[config.mk]
export PLATFORM = sky130hd
export DESIGN_NAME = vscale_csr_arbiter
export DESIGN_NICKNAME = d
export VERILOG_FILES = /design/src/rtl/vscale_csr_arbiter.sv
export SDC_FILE = /design/constraint.sdc
export NUM_CORES = 1
export LEC_CHECK = 0
export BUFFER_PORTS_ARGS = -buffer_cell sky130_fd_sc_hd__buf_2
export CORE_AREA = 2 2 97 99
export DETAILED_ROUTE_END_ITERATION = 8
export DIE_AREA = 0 0 99 101
export PLACE_DENSITY = 0.8
export SYNTH_ARGS = -nofsm -noshare
export SYNTH_HDL_FRONTEND = slang
export SYNTH_SLANG_ARGS = --single-unit
[constraint.sdc]
create_clock -name clk -period 4.2 [get_ports clk]
set_clock_uncertainty 0.05 [all_clocks]
set_input_delay 0.84 -clock clk [delete_from_list [all_inputs] [get_ports clk]]
set_output_delay 0.84 -clock clk [all_outputs]
set_load 0.02 [all_outputs]
[src/rtl/vscale_csr_arbiter.sv]
// Arbitrates the CSR file port between the core pipeline (pass-through) and a debug requester.
// Define VSCALE_CSR_ARB_STARVE_EN to stall the pipeline after MAX_WAIT blocked cycles of debug.

`ifndef CSR_ADDR_WIDTH
`define CSR_ADDR_WIDTH 12
`endif
`ifndef CSR_CMD_WIDTH
`define CSR_CMD_WIDTH 3
`endif
`ifndef XPR_LEN
`define XPR_LEN 32
`endif

module vscale_csr_arbiter #(
    parameter int MAX_WAIT       = 16,
    parameter int WAIT_CNT_WIDTH = 5
) (
    input  logic                       clk,
    input  logic                       reset_n,
    input  logic                       pipe_req,
    input  logic [`CSR_ADDR_WIDTH-1:0] pipe_addr,
    input  logic [`CSR_CMD_WIDTH-1:0]  pipe_cmd,
    input  logic [`XPR_LEN-1:0]        pipe_wdata,
    output logic [`XPR_LEN-1:0]        pipe_rdata,
    output logic                       pipe_illegal,
    output logic                       pipe_stall,
    input  logic                       trap_busy,
    input  logic                       dbg_req,
    output logic                       dbg_gnt,
    input  logic [`CSR_ADDR_WIDTH-1:0] dbg_addr,
    input  logic [`CSR_CMD_WIDTH-1:0]  dbg_cmd,
    input  logic [`XPR_LEN-1:0]        dbg_wdata,
    output logic                       dbg_rvalid,
    input  logic                       dbg_rready,
    output logic [`XPR_LEN-1:0]        dbg_rdata,
    output logic                       dbg_error,
    output logic                       csr_req,
    output logic [`CSR_ADDR_WIDTH-1:0] csr_addr,
    output logic [`CSR_CMD_WIDTH-1:0]  csr_cmd,
    output logic [`XPR_LEN-1:0]        csr_wdata,
    input  logic [`XPR_LEN-1:0]        csr_rdata,
    input  logic                       csr_illegal
);

    typedef enum logic [1:0] {
        IDLE,
        WAIT,
        ISSUE,
        RESP
    } state_t;

    localparam logic [WAIT_CNT_WIDTH-1:0] MAX_CNT = WAIT_CNT_WIDTH'(MAX_WAIT);

    state_t                      state_q, state_d;
    logic [`CSR_ADDR_WIDTH-1:0]  addr_q, addr_d;
    logic [`CSR_CMD_WIDTH-1:0]   cmd_q, cmd_d;
    logic [`XPR_LEN-1:0]         wdata_q, wdata_d;
    logic [WAIT_CNT_WIDTH-1:0]   cnt_q, cnt_d;
    logic [`XPR_LEN-1:0]         rdata_q, rdata_d;
    logic                        error_q, error_d;
    logic                        at_max;
    logic                        starve_stall;

    assign at_max = (cnt_q == MAX_CNT);

`ifdef VSCALE_CSR_ARB_STARVE_EN
    assign starve_stall = (state_q == WAIT) && at_max;
`else
    assign starve_stall = 1'b0;
`endif

    assign dbg_rdata = rdata_q;
    assign dbg_error = error_q;

    always_ff @(posedge clk) begin
        // NOTE: sequential state uses non-blocking assignments so every register samples pre-edge values.
        if (!reset_n) begin
            state_q <= IDLE;
            addr_q  <= '0;
            cmd_q   <= '0;
            wdata_q <= '0;
            cnt_q   <= '0;
            rdata_q <= '0;
            error_q <= 1'b0;
        end else begin
            state_q <= state_d;
            addr_q  <= addr_d;
            cmd_q   <= cmd_d;
            wdata_q <= wdata_d;
            cnt_q   <= cnt_d;
            rdata_q <= rdata_d;
            error_q <= error_d;
        end
    end

    always_comb begin
        // NOTE: every output and next-state signal gets a default first, so no path can infer a latch.
        state_d      = state_q;
        addr_d       = addr_q;
        cmd_d        = cmd_q;
        wdata_d      = wdata_q;
        cnt_d        = cnt_q;
        rdata_d      = rdata_q;
        error_d      = error_q;
        csr_req      = pipe_req;
        csr_addr     = pipe_addr;
        csr_cmd      = pipe_cmd;
        csr_wdata    = pipe_wdata;
        pipe_rdata   = csr_rdata;
        pipe_illegal = csr_illegal;
        pipe_stall   = starve_stall;
        dbg_gnt      = 1'b0;
        dbg_rvalid   = 1'b0;

        unique case (state_q)
            IDLE: begin
                dbg_gnt = dbg_req;
                if (dbg_req) begin
                    addr_d  = dbg_addr;
                    cmd_d   = dbg_cmd;
                    wdata_d = dbg_wdata;
                    // Commands without bit 2 are not CSR operations; answer immediately with an error.
                    if (!dbg_cmd[2]) begin
                        rdata_d = '0;
                        error_d = 1'b1;
                        state_d = RESP;
                    end else begin
                        cnt_d   = '0;
                        state_d = WAIT;
                    end
                end
            end
            WAIT: begin
                if (!trap_busy && (!pipe_req || starve_stall)) begin
                    state_d = ISSUE;
                end else if (!at_max) begin
                    cnt_d = cnt_q + WAIT_CNT_WIDTH'(1);
                end
            end
            ISSUE: begin
                csr_addr     = addr_q;
                csr_cmd      = cmd_q;
                csr_wdata    = wdata_q;
                // Gated by reset_n so a reset landing on the issue cycle never commits a write.
                csr_req      = reset_n && !csr_illegal && !trap_busy;
                pipe_stall   = 1'b1;
                pipe_rdata   = '0;
                pipe_illegal = 1'b0;
                if (trap_busy) begin
                    state_d = WAIT;
                end else begin
                    rdata_d = csr_rdata;
                    error_d = csr_illegal;
                    state_d = RESP;
                end
            end
            RESP: begin
                dbg_rvalid = 1'b1;
                if (dbg_rready) begin
                    state_d = IDLE;
                end
            end
            default: state_d = IDLE;
        endcase
    end

endmodule
==> out/qor.yml <==
synthesis:
  syn-num-nets: 619
  yosys.area.top_type_share_pct: 44.2
  synth_edf_count: 0
  ys_ff_latch: 82
  ys_warn_count: 0
  synth.area.top_cells: "dfxtp_1 44%, nand2_1 24%, a22o_1 7.8%, a21boi_0 6.3%, and2_1 5.6%"
  avgSynthCellArea_um2: 7.63
  syn_inst: 486
  yosysSeqAreaShare_pct: 44.2
  synth_area_leader_cell: "dfxtp_1"
  syn_area_mm2: 0.00371
  ys.flop_type: "dfxtp_1"
  async_flop_share_pct: 0
  synth_common_cells: "236 x nand2_1, 82 x dfxtp_1, 33 x a22o_1, 33 x and2_1, 31 x a21boi_0"
  synth_cell_types: 25
  yosysMostFrequentCell: "nand2_1"
global_routing:
  use_met1_pct: 22.7
  grt_pass1_vias: 3748
  grt_use_met2_pct: 37.2
  grt_pass1_wl_mm: 16.5
  grt_overflow: 0
  busiest_layer: "met2"
  grt_util_met3_pct: 5.13
  grt_max_degree: 52
  gr-usage-all-layers_pct: 20.2
  antenna_found_initial: 0
placement:
  placed_area_mm2: 0.00496
  portBuffers: 249
  dp_hpwl_mm: 8.06
  gp_routability_congestion: 0.835
  place_ws_ns: 1.33
route:
  wirelength_mm: 10.7
  avgRoutedWirePerCell_um: 12.9
  drtAntennaViolNets: 0
  drt_pass1_iterations: 5
  drc_errors: 0
  first_iter_violations: 87
  vias: 4007
  viasPerCell: 4.82
timing:
  slew_headroom_pct: 61.1
  period_needed_ns: 3.21
  holdWs_ns: 0.405
  hold_viol: 0
  finalWorstSetupSlack_ns: 0.989
  rsz0062_at_grt: "no"
  tightestPinTransition_ns: 0.584
  post-route-period-util_pct: 76.5
  setup_tns_ns: 0
  drv_slew: 0
  setup_viol_count_final: 0
  fmax_mhz: 311
setup_path:
  reg2reg_to: "dbg_rdata[2]"
  reg2reg_depth: 4
  critPathMaxFanout: 48
  required_ns: 3.31
  startpoint_type: "flip-flop"
  endpoint_kind: "output port"
  r2r_setup_slack_ns: 1.83
  crit_type: "reg -> out"
  r2r_start: "state_q[0]"
  arrival_ns: 2.32
clocking:
  clk_pin_slew_ns: 0.08
  cts-root-buf: "clkbuf_8"
  clkLatencyLatePin_ns: 0.33
  cts_buffers: 9
  tritoncts: "built"
  post_cts_buffers: 0
  htreeDepth: 3
  clock_path_buffers: 2
  cts_num_sinks: 82
  cts_hold_buf: 0
  cts_resized: 0
die:
  rows: 35
  start_util_pct: 41.3
  die_h_um: 101
  core-area_mm2: 0.00898
  die-area_mm2: 0.0100
  die_width_um: 99
  num_io_pins: 250
final_layout:
  fin_area_mm2: 0.00520
  seq_area_mm2: 0.00164
  diodes: 0
  fillers: 864
  final_nets: 849
  multi_input_area_mm2: 0.00188
  drive_gt1_share_pct: 38.4
  syn_to_final_growth_pct: 40.1
power_and_ir_drop:
  ir_drop_mv: 0.196
  p_leak_nw: 2.73
  powerDensity_mw_per_mm2: 377
status:
  status: "finished clean"
hold_path:
  holdCritStartpoint: "addr_q[7]"
  hold_end: "addr_q[7]"
  hp-class: "reg -> reg"
  timing.hold.worst_path_depth: 2
flow_run:
  drv_cap: 0
layer usage:
metal	part of all wire, %	vias to the layer above
met2	50	188
li1	-	2024
met5	0	-
met3	8.5	16
met1	39	1779
met4	1.8	0
cells in the final DEF, fill, tap and decap left out:
cell type and count:
dfxtp_1 82, bufinv_16 2, or3b_2 1, clkbuf_8 12
nand2_1 236, nand2b_2 1, o211a_1 1, nor2_1 3
inv_1 2, o221a_4 1, o22ai_1 1, nor3b_1 2
and2_1 33, clkinv_2 1, o311a_1 1, nand3_1 1
a21boi_0 31, mux2_2 1, nor3b_4 1, a21boi_1 16
o31a_1 1, buf_2 249, inv_2 1, a22o_1 33
buf_4 6, o21a_1 1, clkinvlp_4 1
worst max path at each step:
stage	start	endpoint	slack, ns	depth (start not counted)
floorplan	trap_busy	csr_req	1.73	3
detailed placement	state_q[0]	csr_req	1.33	5
CTS	state_q[0]	csr_req	0.94	5
global placement	dbg_req	dbg_gnt	1.36	5
finish	state_q[0]	csr_req	0.99	5
global route	state_q[0]	csr_req	0.76	5
worst max-delay path, stage by stage (launching register included):
cell      delay [ns]
dfxtp_1         0.44
nand2b_2        0.54
buf_4           0.51
nor3b_4         0.09
a22o_1          0.21
buf_2           0.16
power breakdown:
group | switching, mW | leakage, nW | internal (mW) | total [mW]
combinational | 0.287 | 1.94 | 0.176 | 0.463
sequential | 0.0248 | 0.668 | 0.820 | 0.845
clock | 0.268 | 0.119 | 0.383 | 0.651
total | 0.580 | 2.73 | 1.38 | 1.96
state kept, by name, indices dropped and copies added (netlist names):
register and flops:
dbg_rdata 32, state_q 2, dbg_error 1, wdata_q 32, cmd_q 3, addr_q 12
stage by stage:
step | power (mW) | utilization [%] | instances
finish | 1.96 | 57.9 | 832
global route | 2.06 | 57.9 | 832
CTS | 1.98 | 57.9 | 832
detailed placement | 1.33 | 55.2 | 816
global placement | 1.32 | 55.2 | 816
floorplan | 1.15 | - | 486
layout make-up:
class | count | area share [%]
clock buffer | 12 | 3.18
clock inverter | 4 | 1.40
inverter | 3 | 0.217
multi-input combinational | 365 | 36.1
sequential | 82 | 31.6
tap | 111 | 2.67
timing repair buffer | 255 | 24.8
kinds of logic after synthesis:
logic type / share of synthesized area (%)
buffers and inverters: 5.43
DFF: 44.2
and+or+nand+nor: 31.0
muxes: 0.304
AOI/OAI and AO/OA: 19.0
Power figures use the tool's default switching activity.
